--- src/rtl/riscv_pkg.sv ---
// Shared encodings and stage control words for the RV32I control pipeline.
package riscv_pkg;

  localparam int unsigned REG_W  = 5;
  localparam int unsigned ALUC_W = 3;

  typedef enum logic [1:0] {
    RES_ALU  = 2'b00,
    RES_LOAD = 2'b01,
    RES_PC4  = 2'b10
  } res_src_e;

  typedef enum logic [1:0] {
    FWD_RF = 2'b00,
    FWD_W  = 2'b01,
    FWD_M  = 2'b10
  } fwd_sel_e;

  typedef enum logic [2:0] {
    F3_BEQ  = 3'b000,
    F3_BNE  = 3'b001,
    F3_BLT  = 3'b100,
    F3_BGE  = 3'b101,
    F3_BLTU = 3'b110,
    F3_BGEU = 3'b111
  } br_f3_e;

  typedef struct packed {
    logic              reg_write;
    logic [1:0]        result_src;
    logic              mem_write;
    logic              jump;
    logic              branch;
    logic [ALUC_W-1:0] alu_control;
    logic              alu_src;
    logic [2:0]        funct3;
    logic [REG_W-1:0]  rs1;
    logic [REG_W-1:0]  rs2;
    logic [REG_W-1:0]  rd;
  } ctrl_e_t;

  typedef struct packed {
    logic             reg_write;
    logic [1:0]       result_src;
    logic             mem_write;
    logic [REG_W-1:0] rd;
  } ctrl_m_t;

  typedef struct packed {
    logic             reg_write;
    logic [1:0]       result_src;
    logic [REG_W-1:0] rd;
  } ctrl_w_t;

  // Branch condition selected by funct3; unused encodings never take.
  function automatic logic branch_cond(input logic [2:0] f3, input logic zero,
                                       input logic lt, input logic ltu);
    case (f3)
      F3_BEQ:  branch_cond = zero;
      F3_BNE:  branch_cond = !zero;
      F3_BLT:  branch_cond = lt;
      F3_BGE:  branch_cond = !lt;
      F3_BLTU: branch_cond = ltu;
      F3_BGEU: branch_cond = !ltu;
      default: branch_cond = 1'b0;
    endcase
  endfunction

endpackage

--- src/rtl/control_pipe_if.sv ---
// Decoder/datapath <-> control pipeline signal bundle.
interface control_pipe_if
  import riscv_pkg::*;
#(
  parameter int unsigned REGW  = REG_W,
  parameter int unsigned ALUCW = ALUC_W
);
  logic             RegWriteD;
  logic [1:0]       ResultSrcD;
  logic             MemWriteD;
  logic             JumpD;
  logic             BranchD;
  logic [ALUCW-1:0] ALUControlD;
  logic             ALUSrcD;
  logic [2:0]       funct3D;
  logic [REGW-1:0]  Rs1D;
  logic [REGW-1:0]  Rs2D;
  logic [REGW-1:0]  RdD;
  logic             ZeroE;
  logic             LtE;
  logic             LtuE;
  logic [ALUCW-1:0] ALUControlE;
  logic             ALUSrcE;
  logic             PCSrcE;
  logic             MemWriteM;
  logic [1:0]       ResultSrcW;
  logic             RegWriteW;
  logic [REGW-1:0]  RdW;
  logic [1:0]       ForwardAE;
  logic [1:0]       ForwardBE;
  logic             StallF;
  logic             StallD;
  logic             FlushD;

  modport master (
    output RegWriteD, ResultSrcD, MemWriteD, JumpD, BranchD, ALUControlD, ALUSrcD,
           funct3D, Rs1D, Rs2D, RdD, ZeroE, LtE, LtuE,
    input  ALUControlE, ALUSrcE, PCSrcE, MemWriteM, ResultSrcW, RegWriteW, RdW,
           ForwardAE, ForwardBE, StallF, StallD, FlushD
  );

  modport slave (
    input  RegWriteD, ResultSrcD, MemWriteD, JumpD, BranchD, ALUControlD, ALUSrcD,
           funct3D, Rs1D, Rs2D, RdD, ZeroE, LtE, LtuE,
    output ALUControlE, ALUSrcE, PCSrcE, MemWriteM, ResultSrcW, RegWriteW, RdW,
           ForwardAE, ForwardBE, StallF, StallD, FlushD
  );
endinterface

--- src/rtl/control_pipe_hazard.sv ---
// Combinational hazard detection: load-use stall, flushes and forward selects.
module hazard_unit
  import riscv_pkg::*;
(
  input  logic [REG_W-1:0] rs1_d,
  input  logic [REG_W-1:0] rs2_d,
  input  logic [REG_W-1:0] rs1_e,
  input  logic [REG_W-1:0] rs2_e,
  input  logic [REG_W-1:0] rd_e,
  input  logic [1:0]       result_src_e,
  input  logic [REG_W-1:0] rd_m,
  input  logic             reg_write_m,
  input  logic [REG_W-1:0] rd_w,
  input  logic             reg_write_w,
  input  logic             pc_src_e,
  output logic             stall_f,
  output logic             stall_d,
  output logic             flush_d,
  output logic             flush_e,
  output logic [1:0]       forward_a_e,
  output logic [1:0]       forward_b_e
);

  // M result is newer than W, so it wins; x0 is hardwired and never forwarded.
  function automatic logic [1:0] fwd_sel(input logic [REG_W-1:0] rs,
                                         input logic [REG_W-1:0] rdm, input logic rwm,
                                         input logic [REG_W-1:0] rdw, input logic rww);
    if (rs != '0 && rs == rdm && rwm)      fwd_sel = FWD_M;
    else if (rs != '0 && rs == rdw && rww) fwd_sel = FWD_W;
    else                                   fwd_sel = FWD_RF;
  endfunction

  logic lw_stall;

  // Stall on a load in E feeding either D source; flush on a taken branch/jump.
  always_comb begin
    lw_stall    = (result_src_e == RES_LOAD) && (rd_e != '0) &&
                  ((rs1_d == rd_e) || (rs2_d == rd_e));
    stall_f     = lw_stall;
    stall_d     = lw_stall;
    flush_d     = pc_src_e;
    flush_e     = lw_stall | pc_src_e;
    forward_a_e = fwd_sel(rs1_e, rd_m, reg_write_m, rd_w, reg_write_w);
    forward_b_e = fwd_sel(rs2_e, rd_m, reg_write_m, rd_w, reg_write_w);
  end

endmodule

--- src/rtl/control_pipe.sv ---
// Control pipeline: carries the decoded control word D->E->M->W, resolves branches in E.
module control_pipe
  import riscv_pkg::*;
#(
  parameter int unsigned REGW  = REG_W,
  parameter int unsigned ALUCW = ALUC_W
) (
  input logic           clk,
  input logic           reset,
  control_pipe_if.slave bus
);

  ctrl_e_t          d_word;
  ctrl_e_t          e_q;
  ctrl_m_t          m_q;
  ctrl_w_t          w_q;
  logic             pc_src_e;
  logic             flush_e;
  logic             stall_d;
  logic [ALUCW-1:0] alu_control_e;
  logic [REGW-1:0]  rd_w;

  assign d_word = '{reg_write:   bus.RegWriteD,
                    result_src:  bus.ResultSrcD,
                    mem_write:   bus.MemWriteD,
                    jump:        bus.JumpD,
                    branch:      bus.BranchD,
                    alu_control: bus.ALUControlD,
                    alu_src:     bus.ALUSrcD,
                    funct3:      bus.funct3D,
                    rs1:         bus.Rs1D,
                    rs2:         bus.Rs2D,
                    rd:          bus.RdD};

  assign pc_src_e = (e_q.branch & branch_cond(e_q.funct3, bus.ZeroE, bus.LtE, bus.LtuE))
                  | e_q.jump;

  hazard_unit u_hazard (
    .rs1_d        (bus.Rs1D),
    .rs2_d        (bus.Rs2D),
    .rs1_e        (e_q.rs1),
    .rs2_e        (e_q.rs2),
    .rd_e         (e_q.rd),
    .result_src_e (e_q.result_src),
    .rd_m         (m_q.rd),
    .reg_write_m  (m_q.reg_write),
    .rd_w         (w_q.rd),
    .reg_write_w  (w_q.reg_write),
    .pc_src_e     (pc_src_e),
    .stall_f      (bus.StallF),
    .stall_d      (stall_d),
    .flush_d      (bus.FlushD),
    .flush_e      (flush_e),
    .forward_a_e  (bus.ForwardAE),
    .forward_b_e  (bus.ForwardBE)
  );

  // Pipeline registers: E takes a bubble on flush, M and W always advance.
  always_ff @(posedge clk) begin
    if (!reset) begin
      e_q <= '0;
      m_q <= '0;
      w_q <= '0;
    end else begin
      e_q <= flush_e ? '0 : d_word;
      m_q <= '{reg_write: e_q.reg_write, result_src: e_q.result_src,
               mem_write: e_q.mem_write, rd: e_q.rd};
      w_q <= '{reg_write: m_q.reg_write, result_src: m_q.result_src, rd: m_q.rd};
    end
  end

  assign alu_control_e = e_q.alu_control;
  assign rd_w          = w_q.rd;

  assign bus.ALUControlE = alu_control_e;
  assign bus.ALUSrcE     = e_q.alu_src;
  assign bus.PCSrcE      = pc_src_e;
  assign bus.MemWriteM   = m_q.mem_write;
  assign bus.ResultSrcW  = w_q.result_src;
  assign bus.RegWriteW   = w_q.reg_write;
  assign bus.RdW         = rd_w;
  assign bus.StallD      = stall_d;

  // A load in E is never a branch or jump, so both hazards cannot coincide.
  assert property (@(posedge clk) disable iff (!reset) !(stall_d && pc_src_e));

endmodule

--- src/flat_wrapper.sv ---
// flat-port wrapper written by rule: the top's interface ports become plain ports
module control_pipe_flat import riscv_pkg::*;
#(
  parameter int unsigned REGW  = REG_W,
  parameter int unsigned ALUCW = ALUC_W
)
  (clk, reset, bus_RegWriteD, bus_ResultSrcD, bus_MemWriteD, bus_JumpD, bus_BranchD, bus_ALUControlD, bus_ALUSrcD, bus_funct3D, bus_Rs1D, bus_Rs2D, bus_RdD, bus_ZeroE, bus_LtE, bus_LtuE, bus_ALUControlE, bus_ALUSrcE, bus_PCSrcE, bus_MemWriteM, bus_ResultSrcW, bus_RegWriteW, bus_RdW, bus_ForwardAE, bus_ForwardBE, bus_StallF, bus_StallD, bus_FlushD);
  control_pipe_if #(.REGW(REGW), .ALUCW(ALUCW)) bus_i ();
  input logic clk;
  input logic reset;
  input wire logic [$bits(bus_i.RegWriteD)-1:0] bus_RegWriteD;
  input wire logic [$bits(bus_i.ResultSrcD)-1:0] bus_ResultSrcD;
  input wire logic [$bits(bus_i.MemWriteD)-1:0] bus_MemWriteD;
  input wire logic [$bits(bus_i.JumpD)-1:0] bus_JumpD;
  input wire logic [$bits(bus_i.BranchD)-1:0] bus_BranchD;
  input wire logic [$bits(bus_i.ALUControlD)-1:0] bus_ALUControlD;
  input wire logic [$bits(bus_i.ALUSrcD)-1:0] bus_ALUSrcD;
  input wire logic [$bits(bus_i.funct3D)-1:0] bus_funct3D;
  input wire logic [$bits(bus_i.Rs1D)-1:0] bus_Rs1D;
  input wire logic [$bits(bus_i.Rs2D)-1:0] bus_Rs2D;
  input wire logic [$bits(bus_i.RdD)-1:0] bus_RdD;
  input wire logic [$bits(bus_i.ZeroE)-1:0] bus_ZeroE;
  input wire logic [$bits(bus_i.LtE)-1:0] bus_LtE;
  input wire logic [$bits(bus_i.LtuE)-1:0] bus_LtuE;
  output wire logic [$bits(bus_i.ALUControlE)-1:0] bus_ALUControlE;
  output wire logic [$bits(bus_i.ALUSrcE)-1:0] bus_ALUSrcE;
  output wire logic [$bits(bus_i.PCSrcE)-1:0] bus_PCSrcE;
  output wire logic [$bits(bus_i.MemWriteM)-1:0] bus_MemWriteM;
  output wire logic [$bits(bus_i.ResultSrcW)-1:0] bus_ResultSrcW;
  output wire logic [$bits(bus_i.RegWriteW)-1:0] bus_RegWriteW;
  output wire logic [$bits(bus_i.RdW)-1:0] bus_RdW;
  output wire logic [$bits(bus_i.ForwardAE)-1:0] bus_ForwardAE;
  output wire logic [$bits(bus_i.ForwardBE)-1:0] bus_ForwardBE;
  output wire logic [$bits(bus_i.StallF)-1:0] bus_StallF;
  output wire logic [$bits(bus_i.StallD)-1:0] bus_StallD;
  output wire logic [$bits(bus_i.FlushD)-1:0] bus_FlushD;
  assign bus_i.RegWriteD = bus_RegWriteD;
  assign bus_i.ResultSrcD = bus_ResultSrcD;
  assign bus_i.MemWriteD = bus_MemWriteD;
  assign bus_i.JumpD = bus_JumpD;
  assign bus_i.BranchD = bus_BranchD;
  assign bus_i.ALUControlD = bus_ALUControlD;
  assign bus_i.ALUSrcD = bus_ALUSrcD;
  assign bus_i.funct3D = bus_funct3D;
  assign bus_i.Rs1D = bus_Rs1D;
  assign bus_i.Rs2D = bus_Rs2D;
  assign bus_i.RdD = bus_RdD;
  assign bus_i.ZeroE = bus_ZeroE;
  assign bus_i.LtE = bus_LtE;
  assign bus_i.LtuE = bus_LtuE;
  assign bus_ALUControlE = bus_i.ALUControlE;
  assign bus_ALUSrcE = bus_i.ALUSrcE;
  assign bus_PCSrcE = bus_i.PCSrcE;
  assign bus_MemWriteM = bus_i.MemWriteM;
  assign bus_ResultSrcW = bus_i.ResultSrcW;
  assign bus_RegWriteW = bus_i.RegWriteW;
  assign bus_RdW = bus_i.RdW;
  assign bus_ForwardAE = bus_i.ForwardAE;
  assign bus_ForwardBE = bus_i.ForwardBE;
  assign bus_StallF = bus_i.StallF;
  assign bus_StallD = bus_i.StallD;
  assign bus_FlushD = bus_i.FlushD;
  control_pipe #(.REGW(REGW), .ALUCW(ALUCW)) u_core (.clk(clk), .reset(reset), .bus(bus_i));
endmodule
--- config.mk ---
export PLATFORM = sky130hd
export DESIGN_NAME = control_pipe_flat
export DESIGN_NICKNAME = d
export VERILOG_FILES = /design/src/rtl/riscv_pkg.sv /design/src/rtl/control_pipe_if.sv /design/src/rtl/control_pipe_hazard.sv /design/src/rtl/control_pipe.sv /design/src/flat_wrapper.sv
export SDC_FILE = /design/constraint.sdc
export NUM_CORES = 1
export LEC_CHECK = 0
export BUFFER_PORTS_ARGS = -buffer_cell sky130_fd_sc_hd__buf_4
export CORE_AREA = 10 10 82 84
export CTS_CLUSTER_SIZE = 14
export DETAILED_ROUTE_END_ITERATION = 12
export DIE_AREA = 0 0 92 94
export HOLD_SLACK_MARGIN = 0.15
export SETUP_SLACK_MARGIN = 0.3
export SYNTH_ARGS = -nofsm -noshare
export SYNTH_HDL_FRONTEND = slang
export SYNTH_HIERARCHICAL = 1
export SYNTH_SLANG_ARGS = --single-unit
--- constraint.sdc ---
create_clock -name clk -period 3.9 [get_ports clk]
set_input_delay 0.585 -clock clk [delete_from_list [all_inputs] [get_ports clk]]
set_output_delay 0.585 -clock clk [all_outputs]
set_load 0.005 [all_outputs]
==> run metrics <==
DR vias=1158; Yosys top cell area share=0.511; r2r setup slk=1850 ps; fin crit period=2360 ps; grt ovf=0; Starting Density=0.347; Hold WC Path Type=reg2reg; area occupied by registers=901 um2; first-pass GRT wire length=6150 um; peak supply drop=roughly 0.24 mV; RSZ-0062 raised after global routing=false; drt drc=0; CTS Buf Count=5; area occupied by multi-input gates=778 um2; layout cell share with drive strength beyond 1=0.319; Final period util=0.606; Worst path most repeated cell=buf_4; antenna cells=0; met3 Track Usage GR=0.0616; CTS tree=yes; Crit Path Class=in2out; sequential area share after synthesis=0.511; CTS clk-pin slew, worst paths=70 ps; CTS H-Tree Depth=2; Die X=92 um; fmax=423 MHz; io pins=54; Final Wtd Congestion=0.763; critical path's slowest cell=nor4_1; Worst EP required=3310 ps; count of hold buffers inserted by post-cts repair=0; fraction of registers with async set or reset after synthesis=0; leak pwr=0.993 nW; status=finished, final reports clean; CP Capture Type=output port; Fin. Hold Viols=0; Setup Skew=6.12 ps; via count of the first global-routing pass=1305; CP Cell Sequence=buf_4, xor2_1, nor3_1, a22oi_1, nor4_1, buf_4; Mapped Cells=161; crit-path max cell delay=420 ps; core area=5070 um2; post-CTS resize count=0; post-DR wirelength/cell=between 10 and 15 um; max_cap viols=0; largest net degree at the start of global routing=29; YS warnings=6; latest clock arrival within the worst-skew pair=290 ps; Clock Path Buffers=2; DIE HEIGHT=94 um; met2 Use GR=0.138; initial antenna violation count=0; number of flops mapped to enable cells by yosys=0; drt first pass iters=2; Slew headroom=0.544; gr busiest metal=met2; final cell count without fillers=283; Pwr per Cell Area=429 nW/um2; die area=8650 um2; post-synth top area cell=dfxtp_1; Least-Margin Pin Slew=684 ps; syn avg cell area=10.9 um2; Fin Setup TNS=0 ps; number of fill cells=between 500 and 600; DP Cell Count=275; Mapped Area=1760 um2; Startpoint Class=input pin; CTS Sinks=45; distinct cell type count after synthesis=24; Via-to-Cell Ratio=4.09; Setup Fix Bufs, Post-CTS=0; Overall Power=0.983 mW; Area growth, synth to finish=29.9%; Critical Path AT=1780 ps; GRT Util Overall=0.0915; syn_nets=194; number of endpoints failing setup at the final stage=0; Synth Register Bits=45; PortBufs=53; nets=245; Clock Root Buffer=clkbuf_8; ANT nets after route=0; M1 GR Usage=0.0983; Final Max Tran Viols=0; CP max FO=2; Rows=26; 1st-iter DRT viols=12; final WL=around 3600 um; Main synth FF type=dfxtp_1; synth top area cells=dfxtp_1 (51%), and2_1 (16%), xnor2_1 (8.0%)
## metal layers
metal	vias up	share of wire	wire [um]
li1	613	-	-
met1	493	0.43	1540
met2	46	0.44	1590
met3	6	0.11	406
met4	0	0.018	65
met5	-	0	0
## area by class of cell
cell class	count	area share
clock buffer	7	0.0377
clock inverter	1	0.0131
sequential	45	0.394
inverter	2	0.00328
tap	70	0.0383
timing repair buffer	53	0.174
multi-input combinational	105	0.340
## cells by family (layout without fill, tap and decap cells)
family / count (synthesis) / after routing / synth area share
simple gates: 68 / 68 / 0.260
flops: 45 / 45 / 0.511
xor+xnor: 32 / 32 / 0.159
buf+inv: 11 / 63 / 0.0469
compound gates: 4 / 4 / 0.0170
mux: 1 / 1 / 0.00568
## worst paths after layout
kind / from / to / cells after the start
worst max-delay path: bus_Rs1D[2] / bus_StallD / 6
worst max register to register: u_core/e_q[1] / u_core/e_q[8] / 5
worst min register to register: u_core/m_q[7] / u_core/bus.ResultSrcW[1] / 1
worst min-delay path: u_core/m_q[7] / u_core/bus.ResultSrcW[1] / 1
## synth_stat cells, types with 2 or more instances
library cell and number:
or4_4 2, xor2_1 16, nor2_1 3, dfxtp_1 45, nand2_1 2, buf_6 3, nand4_1 4, buf_4 5
nor2_4 2, nor3_1 2, xnor2_1 16, and2_1 45, inv_1 2, nor4_2 4
## flip-flops by register name, indices dropped and copies added, names as in the netlist
signal                  flops
u_core/bus.RegWriteW        1
u_core/bus.ResultSrcW       2
u_core/bus.ALUSrcE          1
u_core/bus.RdW              5
u_core/e_q                 24
u_core/bus.ALUControlE      3
u_core/m_q                  8
u_core/bus.MemWriteM        1
## per-stage QoR
step	setup slack (ps)	hold slack, ps	area (um2)	util
global placement	1550	417	2170	0.428
CTS	1510	439	2290	0.451
detailed placement	1530	420	2170	0.428
finish	1540	438	2290	0.451
global route	1390	453	2290	0.451
floorplan	1790	412	1760	-
## worst max-delay path, delay by kind of cell
family / cells / cell delay [ps]
simple gates: 2 / 610
buf+inv: 2 / 320
xor+xnor: 1 / 130
compound gates: 1 / 130
## placed cells by master, fill, tap and decap left out, drive strengths merged, types with 2 or more instances in the layout
cell and n:
or4 3, and2 45, xnor2 16, dfxtp 45
nand2 2, nor4 5, nand4 4, nor2 5
inv 2, xor2 16, clkbuf 7, buf 53
nor3 2
## power breakdown
| group | switching (mW) | internal [mW] |
|---|---|---|
| combinational | 0.0478 | 0.0742 |
| clock | 0.143 | 0.209 |
| sequential | 0.0226 | 0.486 |
(Power assumes the default switching activity.)
